## src/rtl/stack_port_arbiter_if.sv

```systemverilog
// rtl/stack_port_arbiter_if.sv - requester-side request/response bundle for stack_port_arbiter
//
// Purpose: carries the two requesters' request handshake and the shared
// one-hot response back from the arbiter.
// Signals:
//   req_valid  [1:0]          request valid, bit n = requester n
//   req_push   [1:0]          1 = push, 0 = pop, per requester
//   req_data   [2*D_WIDTH-1:0] push data, requester n in [n*D_WIDTH +: D_WIDTH]
//   req_ready  [1:0]          one-hot accept strobe
//   resp_valid [1:0]          one-hot, one-cycle completion pulse
//   resp_data  [D_WIDTH-1:0]  pop data, 0 for push or error
//   resp_err                  qualifies resp_valid, 1 = overflow/underflow
// Modports: master = requester side, slave = arbiter side.
interface stack_port_arbiter_if #(
    parameter int D_WIDTH = 34
);
    logic [1:0]           req_valid;
    logic [1:0]           req_push;
    logic [2*D_WIDTH-1:0] req_data;
    logic [1:0]           req_ready;
    logic [1:0]           resp_valid;
    logic [D_WIDTH-1:0]   resp_data;
    logic                 resp_err;

    modport master (
        output req_valid, req_push, req_data,
        input  req_ready, resp_valid, resp_data, resp_err
    );

    modport slave (
        input  req_valid, req_push, req_data,
        output req_ready, resp_valid, resp_data, resp_err
    );
endinterface

```

## src/rtl/stack_port_arbiter.sv

```systemverilog
// rtl/stack_port_arbiter.sv - two-requester arbiter in front of a shared push/pop stack
//
// Purpose: grants one of two requesters (r0 call/return, r1 interrupt/context
// save), rejects overflow/underflow, sequences the stack strobes and returns
// pop data to the winner. One operation in flight at a time.
// Ports:
//   clk, reset        clock (rising edge), synchronous active-high reset
//   rq                requester bundle (stack_port_arbiter_if.slave)
//   stk_reset_o       reset to stack: reset plus one cycle after release
//   stk_we_o          stack operation strobe (ISSUE only)
//   stk_push_o        stack direction (ISSUE only)
//   stk_wdata_o       stack write data (ISSUE only)
//   stk_pop_i         stack pop data, valid POP_LAT cycles after the strobe
//   depth_o           current entry count
//   full_o, empty_o   depth at capacity / depth zero
// Build option: STACK_ARB_FIXED_PRIO_EN selects fixed priority (r0 wins ties)
// instead of round-robin.
module stack_port_arbiter #(
    parameter int D_WIDTH    = 34,
    parameter int DEPTH_LOG2 = 5,
    parameter int POP_LAT    = 1
) (
    input  logic                  clk,
    input  logic                  reset,
    stack_port_arbiter_if.slave   rq,
    output logic                  stk_reset_o,
    output logic                  stk_we_o,
    output logic                  stk_push_o,
    output logic [D_WIDTH-1:0]    stk_wdata_o,
    input  logic [D_WIDTH-1:0]    stk_pop_i,
    output logic [DEPTH_LOG2:0]   depth_o,
    output logic                  full_o,
    output logic                  empty_o
);
    localparam logic [1:0] S_IDLE  = 2'd0;
    localparam logic [1:0] S_ISSUE = 2'd1;
    localparam logic [1:0] S_WAIT  = 2'd2;
    localparam logic [1:0] S_RESP  = 2'd3;

    localparam int                CAP_I = 2 ** DEPTH_LOG2;
    localparam logic [DEPTH_LOG2:0] CAP = (DEPTH_LOG2+1)'(CAP_I);

    logic [1:0]          state;
    logic [DEPTH_LOG2:0] depth;
    logic                grant_q;
    logic                push_q;
    logic                err_q;
    logic [D_WIDTH-1:0]  data_q;
    logic [D_WIDTH-1:0]  pop_q;
    logic [2:0]          wait_cnt;
    logic                reset_q;

    logic                gsel;
    logic                accept;
    logic                sel_push;
    logic [D_WIDTH-1:0]  sel_data;
    logic                legal;

`ifndef STACK_ARB_FIXED_PRIO_EN
    logic                last_grant;
`endif

    // The stack stays in reset for one extra cycle after release so it is
    // settled before the first strobe; requests are held off meanwhile.
    always_ff @(posedge clk) begin
        reset_q <= reset;
    end

    assign stk_reset_o = reset | reset_q;

    always_comb begin
        gsel = 1'b0;
        case (rq.req_valid)
            2'b10:   gsel = 1'b1;
`ifdef STACK_ARB_FIXED_PRIO_EN
            2'b11:   gsel = 1'b0;
`else
            2'b11:   gsel = ~last_grant;
`endif
            default: gsel = 1'b0;
        endcase
    end

    assign accept   = (state == S_IDLE) && (|rq.req_valid) && !stk_reset_o;
    assign sel_push = gsel ? rq.req_push[1] : rq.req_push[0];
    assign sel_data = gsel ? rq.req_data[2*D_WIDTH-1:D_WIDTH] : rq.req_data[D_WIDTH-1:0];
    assign legal    = sel_push ? !full_o : !empty_o;

    always_ff @(posedge clk) begin
        if (reset) begin
            state    <= S_IDLE;
            depth    <= '0;
            grant_q  <= 1'b0;
            push_q   <= 1'b0;
            err_q    <= 1'b0;
            data_q   <= '0;
            pop_q    <= '0;
            wait_cnt <= '0;
`ifndef STACK_ARB_FIXED_PRIO_EN
            last_grant <= 1'b1;
`endif
        end else begin
            case (state)
                S_IDLE: begin
                    if (accept) begin
                        grant_q <= gsel;
                        push_q  <= sel_push;
                        data_q  <= sel_data;
                        err_q   <= !legal;
                        pop_q   <= '0;
                        state   <= legal ? S_ISSUE : S_RESP;
`ifndef STACK_ARB_FIXED_PRIO_EN
                        last_grant <= gsel;
`endif
                    end
                end
                S_ISSUE: begin
                    depth    <= push_q ? depth + 1'b1 : depth - 1'b1;
                    wait_cnt <= '0;
                    state    <= push_q ? S_RESP : S_WAIT;
                end
                S_WAIT: begin
                    if (wait_cnt == 3'(POP_LAT - 1)) begin
                        pop_q <= stk_pop_i;
                        state <= S_RESP;
                    end else begin
                        wait_cnt <= wait_cnt + 1'b1;
                    end
                end
                default: begin
                    state <= S_IDLE;
                end
            endcase
        end
    end

    assign rq.req_ready  = accept ? (gsel ? 2'b10 : 2'b01) : 2'b00;
    assign rq.resp_valid = (state == S_RESP) ? (grant_q ? 2'b10 : 2'b01) : 2'b00;
    assign rq.resp_err   = (state == S_RESP) && err_q;
    assign rq.resp_data  = ((state == S_RESP) && !err_q) ? pop_q : '0;

    assign stk_we_o    = (state == S_ISSUE);
    assign stk_push_o  = (state == S_ISSUE) && push_q;
    assign stk_wdata_o = (state == S_ISSUE) ? data_q : '0;

    assign depth_o = depth;
    assign full_o  = (depth == CAP);
    assign empty_o = (depth == '0);
endmodule

```

## src/flat_wrapper.sv

```systemverilog
// flat-port wrapper written by rule: the top's interface ports become plain ports
module stack_port_arbiter_flat 
#(
    parameter int D_WIDTH    = 34,
    parameter int DEPTH_LOG2 = 5,
    parameter int POP_LAT    = 1
)
  (clk, reset, stk_reset_o, stk_we_o, stk_push_o, stk_wdata_o, stk_pop_i, depth_o, full_o, empty_o, rq_req_valid, rq_req_push, rq_req_data, rq_req_ready, rq_resp_valid, rq_resp_data, rq_resp_err);
  stack_port_arbiter_if #(.D_WIDTH(D_WIDTH)) rq_i ();
  input  logic clk;
  input  logic reset;
  output logic stk_reset_o;
  output logic stk_we_o;
  output logic stk_push_o;
  output logic [D_WIDTH-1:0] stk_wdata_o;
  input  logic [D_WIDTH-1:0] stk_pop_i;
  output logic [DEPTH_LOG2:0] depth_o;
  output logic full_o;
  output logic empty_o;
  input wire logic [$bits(rq_i.req_valid)-1:0] rq_req_valid;
  input wire logic [$bits(rq_i.req_push)-1:0] rq_req_push;
  input wire logic [$bits(rq_i.req_data)-1:0] rq_req_data;
  output wire logic [$bits(rq_i.req_ready)-1:0] rq_req_ready;
  output wire logic [$bits(rq_i.resp_valid)-1:0] rq_resp_valid;
  output wire logic [$bits(rq_i.resp_data)-1:0] rq_resp_data;
  output wire logic [$bits(rq_i.resp_err)-1:0] rq_resp_err;
  assign rq_i.req_valid = rq_req_valid;
  assign rq_i.req_push = rq_req_push;
  assign rq_i.req_data = rq_req_data;
  assign rq_req_ready = rq_i.req_ready;
  assign rq_resp_valid = rq_i.resp_valid;
  assign rq_resp_data = rq_i.resp_data;
  assign rq_resp_err = rq_i.resp_err;
  stack_port_arbiter #(.D_WIDTH(D_WIDTH), .DEPTH_LOG2(DEPTH_LOG2), .POP_LAT(POP_LAT)) u_core (.clk(clk), .reset(reset), .rq(rq_i), .stk_reset_o(stk_reset_o), .stk_we_o(stk_we_o), .stk_push_o(stk_push_o), .stk_wdata_o(stk_wdata_o), .stk_pop_i(stk_pop_i), .depth_o(depth_o), .full_o(full_o), .empty_o(empty_o));
endmodule
```

## config.mk

```make
export PLATFORM = sky130hd
export DESIGN_NAME = stack_port_arbiter_flat
export DESIGN_NICKNAME = d
export VERILOG_FILES = /design/src/rtl/stack_port_arbiter_if.sv /design/src/rtl/stack_port_arbiter.sv /design/src/flat_wrapper.sv
export SDC_FILE = /design/constraint.sdc
export NUM_CORES = 1
export LEC_CHECK = 0
export ABC_AREA = 1
export BUFFER_PORTS_ARGS = -buffer_cell sky130_fd_sc_hd__buf_2
export CAP_MARGIN = 5
export CORE_UTILIZATION = 47
export DETAILED_ROUTE_END_ITERATION = 16
export PLACE_DENSITY = 0.92
export SLEW_MARGIN = 0
export SYNTH_ARGS = -nofsm -noshare
export SYNTH_HDL_FRONTEND = slang
export SYNTH_SLANG_ARGS = --single-unit
```

## constraint.sdc

```tcl
create_clock -name clk -period 1.87 [get_ports clk]
set_input_delay 0.4675 -clock clk [delete_from_list [all_inputs] [get_ports clk]]
set_output_delay 0.4675 -clock clk [all_outputs]
set_load 0.03 [all_outputs]
```

==> results.sh, run 1 <==
export IMPL_drcViolationCount=0
export IMPL_cp_buffers_inverters=3
export IMPL_rows=33
export IMPL_synthMuxAreaShare_pct=0
export IMPL_drt_initial_drc_count=248
export IMPL_required_ns=1.40
export IMPL_drt_met1_wl_mm=5.86
export IMPL_cts_tree="done"
export IMPL_avgViaCountPerCell=5.43
export IMPL_synth_fa_ha_area_share_pct=3.82
export IMPL_setup_violations_final=95
export IMPL_syn_area_per_cell_um2=6.59
export IMPL_top_layer="met4"
export IMPL_vias=5170
export IMPL_wl_met3_mm=1.60
export IMPL_ys_ff_latch=84
export IMPL_drive_gt1_share_pct=52.5
export IMPL_final_nets=962
export IMPL_synth_nets=746
export IMPL_synth_xor_xnor_area_share_pct=1.06
export IMPL_critPathTopFamily="simple AND/OR/NAND/NOR gates"
export IMPL_drt_wirelength_per_cell_um=17.6
export IMPL_worst_slack_ns=-0.276
export IMPL_yosys_area_top_type="dfxtp_1"
export IMPL_netlist_area_um2=4130
export IMPL_io_pins=192
export IMPL_hp_class="input pin to flip-flop"
export IMPL_arrival_ns=1.68
export IMPL_period_share_pct=115
export IMPL_grt_antenna_before_repair=0
export IMPL_wl_mm=16.8
export IMPL_vdd_ir_drop_max_v=0.000616
export IMPL_synth_warnings=0
export IMPL_nFillCells=407
export IMPL_grt_usage_pct=28.5
export IMPL_grt_pass1_vias=4499
export IMPL_insertion_delay_ns=0.36
export IMPL_cpPeakStageDelay_ns=0.38
export IMPL_numCtsBuffers=9
export IMPL_worstHoldPathCells=3
export IMPL_critPathMaxFanout=11
export IMPL_synth_area_leaders="dfxtp_1 41%, nand2_1 21%, inv_1 8.9%"
export IMPL_coreArea_um2=8340
export IMPL_synthCells=626
export IMPL_synthSimpleGateAreaFrac_pct=28.7
export IMPL_io_buffer_count=191
export IMPL_status="finished with violations"
export IMPL_start_util_pct=49.5
export IMPL_grt_pass1_wl_mm=20.0
export IMPL_skew_ns=0.0124
export IMPL_tightest_slew_ns=1.05
export IMPL_dr_wl_met2_mm=8.68
export IMPL_r2r_slack_ns=-0.08
export IMPL_yosysSeqAreaShare_pct=40.8
export IMPL_cts_sinks=84
export IMPL_syn2layout_area_growth_pct=76.2
export IMPL_drv_cap=0
export IMPL_die_x_um=95.7
export IMPL_max_clock_freq_mhz=466
export IMPL_root_buffer="clkbuf_8"
export IMPL_gp_congestion=0.844
export IMPL_ant_nets=0
export IMPL_ys_types=25
export IMPL_grt_ovfl_total=0
export IMPL_grt_max_degree=80
export IMPL_htreeDepth=3
export IMPL_yosysTopAreaCellShare_pct=40.8
export IMPL_clkTransAtPathRegs_ns=0.09
export IMPL_design_area_um2=7270
export IMPL_slowest_stage="dfxtp_4"
export IMPL_synth_compound_area_share_pct=12.6
export IMPL_power_leakage_uw=0.00358
export IMPL_critPathLaunchType="flip-flop"
export IMPL_dp_hpwl_mm=7.93
export IMPL_p_per_area_nw_per_um2=1020
export IMPL_slew_limit_headroom_pct=29.7
export IMPL_die_y_um=95.7
export IMPL_path_cells="ha_4 > inv_2 > or2_4 > buf_12 > nor2_4 > buf_6"
export IMPL_finalCriticalPeriod_ns=2.15
export IMPL_path_depth=6
export IMPL_slew_violations=0
export IMPL_place_area_um2=5460
export IMPL_hold_viol_final=0
export IMPL_reg2reg_depth=13
export IMPL_diodes=0
export IMPL_synth_top_family_by_area="simple AND/OR/NAND/NOR gates"
export IMPL_critical_path_class="flip-flop to primary output"
export IMPL_setup_tns_ns=-13.94
export IMPL_cts_path_max_buffers=2
export IMPL_die_area_um2=9160
export IMPL_cp_end_kind="primary output"
export IMPL_firstDrtPassIters=5
export IMPL_violations="negative setup slack"
export IMPL_rsz0062_at_grt="yes"
-- path summary, 6_finish.rpt --
kind,start,endpoint
max,u_core.state[0]$_SDFFE_PP0P_,rq_resp_data[16]
min,stk_pop_i[26],u_core.pop_q[26]$_SDFFE_PP0P_
max reg2reg,u_core.state[1]$_SDFFE_PP0P_,u_core.pop_q[19]$_SDFFE_PP0P_
min reg2reg,u_core.wait_cnt[2]$_SDFFE_PP0P_,u_core.wait_cnt[2]$_SDFFE_PP0P_
-- power by group --
| part | switching [uW] | total (uW) | internal (uW) |
|---|---|---|---|
| Sequential | 246 | 2270 | 2030 |
| Clock | 693 | 1310 | 618 |
| Combinational | 2190 | 3820 | 1630 |
| Total | 3130 | 7400 | 4270 |
-- cell families after synthesis --
logic type / after synthesis
DFF: 84
AOI/OAI and AO/OA: 90
and+or+nand+nor: 303
adders and majority gates: 12
xor gates and xnor gates: 5
buffers and inverters: 132
-- placed cells by master (no fill, tap or decap), types with 3 or more instances in the layout --
cell	instances
a21oi_1	11
a21oi_2	33
a31oi_1	34
buf_12	9
buf_16	4
buf_2	119
buf_4	21
buf_6	79
clkbuf_16	6
clkbuf_8	9
dfxtp_1	80
dfxtp_2	3
ha_1	8
ha_4	3
inv_1	60
inv_2	36
nand2_1	165
nand2_2	16
nand2_4	54
nand3_1	9
nor2_1	16
nor2_4	38
o21ai_0	8
xnor2_1	3
-- Yosys cell counts (all sizes together) --
library cell,number
nand4,2
or2,2
a21oi,44
buf,14
nor2,54
o221ai,1
fa,1
nand3b,1
xor2,2
ha,11
clkbuf,20
o21ai,8
o211ai,2
nand2,235
dfxtp,84
inv,98
xnor2,3
nand3,9
a31oi,35
-- repair_timing --
item,4_1_cts,5_1_grt
setup buffers,12,10
hold buffers,0,0
gates resized for setup,188,184
hold endpoints to repair,0,0
endpoints found under the setup margin,72,111
gates cloned,5,8
pin swaps,10,65
-- metal layers --
| metal | global-route usage, % | up-vias |
|---|---|---|
| li1 | - | 2353 |
| met1 | 32.1 | 2444 |
| met2 | 50.5 | 310 |
| met3 | 7.90 | 63 |
| met4 | 11.4 | 0 |
| met5 | 0 | - |
-- through the flow --
stage / hold WS (ns) / instances / util [%] / worst slack [ns] / total power [uW]
3_3_place_gp: 0.448 / 902 / 65.4 / 0.0775 / 4610
6_report: 0.350 / 952 / 87.2 / -0.276 / 7400
3_5_place_dp: 0.452 / 902 / 65.4 / 0.0383 / 4650
5_1_grt: 0.336 / 952 / 87.2 / -0.308 / 7750
2_1_floorplan: 0.428 / 626 / - / -0.0220 / 4000
4_1_cts: 0.344 / 935 / 77.5 / -0.210 / 6550
-- registers in the layout, summed over array words and instances, names as in the netlist --
name,cells
u_core.depth_o,6
u_core.data_q,34
u_core.state,2
u_core.wait_cnt,3
u_core.grant_q,1
u_core.reset_q,1
u_core.push_q,1
u_core.pop_q,34
u_core.err_q,1
u_core.last_grant,1
-- worst register-to-register path, stage by stage, from the launching register on --
cell	delay (ns)
dfxtp_2	0.35
buf_6	0.12
inv_4	0.05
buf_6	0.09
ha_4	0.14
o211ai_4	0.11
buf_6	0.15
nand2_4	0.07
nand2_4	0.07
nor2_4	0.18
buf_12	0.16
clkbuf_16	0.17
nand2_4	0.05
a21oi_2	0.17
-- cell type report --
type / count / area, um^2 / share of cell area [%]
inverter: 98 / 373 / 5.13
sequential: 84 / 1690 / 23.2
clock buffer: 10 / 128 / 1.76
timing repair buffer: 239 / 2100 / 28.9
tap: 105 / 131 / 1.81
clock inverter: 6 / 65.1 / 0.895
multi-input combinational: 410 / 2790 / 38.3
Power figures use the tool's default switching activity.
==> inputs of run 2 (changes only) <==
- BUFFER_PORTS_ARGS: -buffer_cell sky130_fd_sc_hd__buf_2 -> default
- CORE_UTILIZATION: 47 -> 48
- DONT_BUFFER_PORTS: default -> 1
- PLACE_DENSITY: 0.92 -> 0.74
==> results.sh, run 2 (same netlist as run 1, synthesis figures left out) <==
export IMPL_critical_path_class="flip-flop to primary output"
export IMPL_rsz0062_at_grt="yes"
export IMPL_drv_cap=0
export IMPL_layout_commonest_cell="nand2_1"
export IMPL_power_leakage_uw=0.00224
export IMPL_cp_end_kind="primary output"
export IMPL_min_delay_start="reset"
export IMPL_drive_gt1_share_pct=31.2
export IMPL_critPathLaunchType="flip-flop"
export IMPL_die_x_um=94.7
export IMPL_drcViolationCount=0
export IMPL_p_per_area_nw_per_um2=1190
export IMPL_tightest_slew_ns=0.454
export IMPL_period_share_pct=109
export IMPL_drt_initial_drc_count=233
export IMPL_die_y_um=94.7
export IMPL_grt_ovfl_total=0
export IMPL_drt_wirelength_per_cell_um=15.7
export IMPL_clkTransAtPathRegs_ns=0.09
export IMPL_insertion_delay_ns=0.35
export IMPL_grt_usage_pct=24.6
export IMPL_gp_congestion=0.832
export IMPL_grt_pass1_vias=3702
export IMPL_min_to="u_core.reset_q$_DFF_P_"
export IMPL_worstHoldPathCells=0
export IMPL_cts_path_max_buffers=2
export IMPL_final_cell_mix="213 x nand2_1, 80 x dfxtp_1, 58 x inv_1, 38 x nor2_4, 35 x a31oi_1"
export IMPL_syn2layout_area_growth_pct=40.1
export IMPL_skew_ns=0.0166
export IMPL_grt_pass1_wl_mm=17.1
export IMPL_seq_power_share_pct=33.1
export IMPL_setup_violations_final=75
export IMPL_htreeDepth=3
export IMPL_critPathMostFrequentCell="buf_12"
export IMPL_required_ns=1.40
export IMPL_path_cells="buf_4 > inv_4 > ha_4 > buf_12 > nand2_2 > inv_2 > buf_12"
export IMPL_utilization_pct=70.0
export IMPL_r2r_start="u_core.state[1]$_SDFFE_PP0P_"
export IMPL_p_comb_share_pct=46.6
export IMPL_io_pins=192
export IMPL_max_clock_freq_mhz=490
export IMPL_numCtsBuffers=9
export IMPL_io_buffer_count=0
export IMPL_critPathMaxFanout=8
export IMPL_die_area_um2=8970
export IMPL_avgViaCountPerCell=5.28
export IMPL_vdd_ir_drop_max_v=0.000569
export IMPL_grt_max_degree=82
export IMPL_place_ws_ns=0.0442
export IMPL_rows=33
export IMPL_p_int_uw=4110
export IMPL_place_area_um2=4690
export IMPL_grt_antenna_before_repair=0
export IMPL_status="finished with violations"
export IMPL_finalCriticalPeriod_ns=2.04
export IMPL_clkPwrFrac_pct=20.4
export IMPL_diodes=0
export IMPL_cpPeakStageDelay_ns=0.34
export IMPL_coreArea_um2=8260
export IMPL_start_util_pct=50.0
export IMPL_firstDrtPassIters=4
export IMPL_arrival_ns=1.57
export IMPL_power_uw=6860
export IMPL_cts_sinks=84
export IMPL_ant_nets=0
export IMPL_root_buffer="clkbuf_8"
export IMPL_hold_viol_final=0
export IMPL_vias=4092
export IMPL_nFillCells=652
export IMPL_r2r_slack_ns=-0.06
export IMPL_netSwitchingFraction_pct=40.1
export IMPL_hp_class="input pin to flip-flop"
export IMPL_cts_tree="done"
export IMPL_dp_hpwl_mm=7.03
export IMPL_slowest_stage="dfxtp_2"
export IMPL_slew_violations=0
export IMPL_reg2reg_depth=13
export IMPL_design_area_um2=5780
export IMPL_r2r_end="u_core.pop_q[10]$_SDFFE_PP0P_"
export IMPL_power_switching_uw=2750
export IMPL_slew_limit_headroom_pct=69.7
export IMPL_final_nets=785
export IMPL_worst_slack_ns=-0.172
export IMPL_setup_tns_ns=-8.97
export IMPL_wl_mm=12.1
export IMPL_violations="negative setup slack"
run 2: changes by cell type in the layout (fill, tap and decap cells not counted), sizes merged:
cell	delta
clkbuf	-1
bufbuf	+2
clkinv	-1
clkinvlp	-1
buf	-176
run 2: worst max-delay path, delay by kind of cell (launching register included):
family | cells | cell delay (ns)
simple gates | 1 | 0.07
buf+inv | 5 | 0.60
fa+ha+maj | 1 | 0.21
flops | 1 | 0.34
run 2: metal layers:
layer	routed length, um	share of wire [%]	up-vias	global-route usage, %
met3	727	6.0	23	4.91
met4	308	2.5	0	11.6
met5	0	0	-	0
met1	5000	41	1889	29.5
li1	-	-	2002	-
met2	6110	50	178	41.9
run 2: repair_timing:
action,in CTS,in global routing
pin swaps,15,43
hold buffers,0,0
resized for setup,74,70
buffers inserted,17,5
endpoints found under the setup margin,71,144
cloned,9,5
run 2: area by class of cell:
class,instances,area (um^2),area share [%]
multi-input cells,410,2400,41.6
flip-flops and latches,84,1690,29.2
repair buffers,62,921,15.9
inverters,98,418,7.23
clock buffers,12,165,2.86
well taps,105,131,2.27
clock inverters,4,56.3,0.974
run 2: worst max path at each step:
stage	from	to	slack, ns	depth (start not counted)
2_1_floorplan	u_core.state[1]$_SDFFE_PP0P_	stk_wdata_o[10]	-0.02	6
3_3_place_gp	u_core.state[1]$_SDFFE_PP0P_	rq_resp_data[2]	0.09	6
3_5_place_dp	u_core.state[1]$_SDFFE_PP0P_	rq_resp_data[0]	0.04	6
4_1_cts	u_core.state[1]$_SDFFE_PP0P_	rq_resp_data[1]	-0.20	6
5_1_grt	u_core.state[0]$_SDFFE_PP0P_	rq_resp_data[26]	-0.23	5
6_report	u_core.state[1]$_SDFFE_PP0P_	stk_wdata_o[16]	-0.17	7
run 2: power groups by stage:
stage          sequential [uW]  clock [uW]  combinational, uW
3_3_place_gp              2270           0               2230
4_1_cts                   2240        1430               2860
2_1_floorplan             2310           0               1680
6_report                  2270        1400               3190
5_1_grt                   2290        1520               3420
3_5_place_dp              2280           0               2280
run 2: stage by stage:
step / instances / hold slack, ns
after global placement: 725 / 0.438
after detailed placement: 725 / 0.446
after global routing: 775 / 0.134
after CTS: 767 / 0.130
final: 775 / 0.152
after floorplan: 626 / 0.428
==> inputs of run 3 (changes only) <==
- CORE_UTILIZATION: 48 -> 44
- PLACE_DENSITY: 0.74 -> 0.7
- REMOVE_ABC_BUFFERS: default -> 1
==> results.sh, run 3 (same netlist as run 1, synthesis figures left out) <==
export IMPL_status="finished with violations"
export IMPL_violations="negative setup slack"
export IMPL_grt_pass1_wl_mm=19.8
export IMPL_numCtsBuffers=9
export IMPL_syn2layout_area_growth_pct=57.9
export IMPL_grt_antenna_before_repair=0
export IMPL_grt_max_degree=82
export IMPL_final_cell_mix="199 x nand2_1, 79 x dfxtp_1, 57 x inv_1, 39 x buf_6"
export IMPL_cp_startpoint="u_core.state[0]$_SDFFE_PP0P_"
export IMPL_start_util_pct=46.4
export IMPL_r2r_start="u_core.state[0]$_SDFFE_PP0P_"
export IMPL_vdd_ir_drop_max_v=0.000604
export IMPL_drv_cap=0
export IMPL_insertion_delay_ns=0.35
export IMPL_cts_path_max_buffers=2
export IMPL_io_pins=192
export IMPL_worst_slack_ns=-0.236
export IMPL_vias=4351
export IMPL_p_per_area_nw_per_um2=1100
export IMPL_hp_class="input pin to flip-flop"
export IMPL_drive_gt1_share_pct=35.0
export IMPL_drt_initial_drc_count=194
export IMPL_period_share_pct=113
export IMPL_die_area_um2=9770
export IMPL_grt_ovfl_total=0
export IMPL_coreArea_um2=8890
export IMPL_power_uw=7160
export IMPL_setup_tns_ns=-12.40
export IMPL_grt_pass1_vias=4077
export IMPL_htreeDepth=3
export IMPL_drcViolationCount=0
export IMPL_slew_limit_headroom_pct=69.8
export IMPL_cts_tree="done"
export IMPL_path_cells="buf_6 > buf_6 > ha_4 > buf_6 > buf_12 > buf_16 > nand2_4 > inv_4"
export IMPL_setup_violations_final=82
export IMPL_grt_usage_pct=26.1
export IMPL_max_clock_freq_mhz=475
export IMPL_critPathMostFrequentCell="buf_6"
export IMPL_cts_hold_buf=0
export IMPL_die_x_um=98.8
export IMPL_cp_end_kind="primary output"
export IMPL_cts_sinks=84
export IMPL_layout_commonest_cell="nand2_1"
export IMPL_ant_nets=0
export IMPL_min_delay_start="reset"
export IMPL_avgViaCountPerCell=5.40
export IMPL_critPathMaxFanout=5
export IMPL_wl_mm=14.0
export IMPL_slowest_stage="dfxtp_4"
export IMPL_drt_wirelength_per_cell_um=17.4
export IMPL_critPathLaunchType="flip-flop"
export IMPL_diodes=0
export IMPL_skew_ns=0.00906
export IMPL_cpPeakStageDelay_ns=0.36
export IMPL_root_buffer="clkbuf_8"
export IMPL_die_y_um=98.8
export IMPL_utilization_pct=73.3
export IMPL_rows=34
export IMPL_arrival_ns=1.64
export IMPL_final_nets=814
export IMPL_hold_viol_final=0
export IMPL_dp_hpwl_mm=7.29
export IMPL_required_ns=1.40
export IMPL_power_leakage_uw=0.00250
export IMPL_slew_violations=0
export IMPL_gp_congestion=0.825
export IMPL_firstDrtPassIters=5
export IMPL_finalCriticalPeriod_ns=2.11
export IMPL_holdWs_ns=0.170
export IMPL_io_buffer_count=0
export IMPL_tightest_slew_ns=0.453
export IMPL_critical_path_class="flip-flop to primary output"
export IMPL_rsz0062_at_grt="yes"
export IMPL_clkTransAtPathRegs_ns=0.09
## run 3: cell count changes in the layout (fill, tap and decap cells not counted), moves of 6 or more
cell | before | now
buf_6 | 10 | 39
inv_2 | 29 | 7
nand2_8 | 2 | 22
inv_6 | 5 | 19
nand2_1 | 213 | 199
nand2_2 | 13 | 1
a21oi_1 | 25 | 36
a21oi_2 | 19 | 8
inv_8 | 2 | 11
nand2_4 | 7 | 13
## run 3: report_power, final
| part | switching (uW) | internal, uW | total [uW] |
|---|---|---|---|
| Combinational | 2020 | 1400 | 3410 |
| Sequential | 325 | 2030 | 2360 |
| Clock | 643 | 742 | 1380 |
## run 3: metal layers
layer  track usage [%]  vias to the layer above  routed length [um]
met5                 0                        -                   0
met4              11.8                        0                 399
met3              4.68                       30                 899
met2              48.3                      219                7550
met1              29.0                     2051                5180
li1                  -                     2051                   -
## run 3: worst max-delay path, delay by kind of cell (launching register included)
family / cells / cell delay (ns)
fa+ha+maj: 1 / 0.17
flops: 1 / 0.36
buf+inv: 6 / 0.68
simple gates: 1 / 0.08
## run 3: worst paths after layout
check	to	slack, ns	depth (start not counted)
max	stk_wdata_o[22]	-0.24	8
min	u_core.depth_o[0]$_SDFFE_PP0N_	0.17	1
max reg2reg	u_core.data_q[23]$_SDFFE_PP0P_	-0.10	11
min reg2reg	u_core.pop_q[4]$_SDFFE_PP0P_	0.46	2
## run 3: layout make-up
cell class	count	area, um^2
fill	615	2380
inverter	98	557
multi-input combinational	410	2710
timing repair buffer	91	1210
clock buffer	10	128
clock inverter	5	77.6
tap	108	135
sequential	84	1690
## run 3: repair_timing
item	CTS	global route
cloned	11	2
gates resized for setup	241	108
pin swaps	32	5
setup endpoints to repair	73	119
setup buffers	21	7
## run 3: stage by stage
step                      instances  setup WS (ns)  area [um^2]
after floorplan                 592         -0.554         3960
after global placement          752         0.0700         4620
after detailed placement        752        -0.0154         4620
after CTS                       799         -0.258         5980
after global routing            806         -0.284         6510
final                           806         -0.236         6510
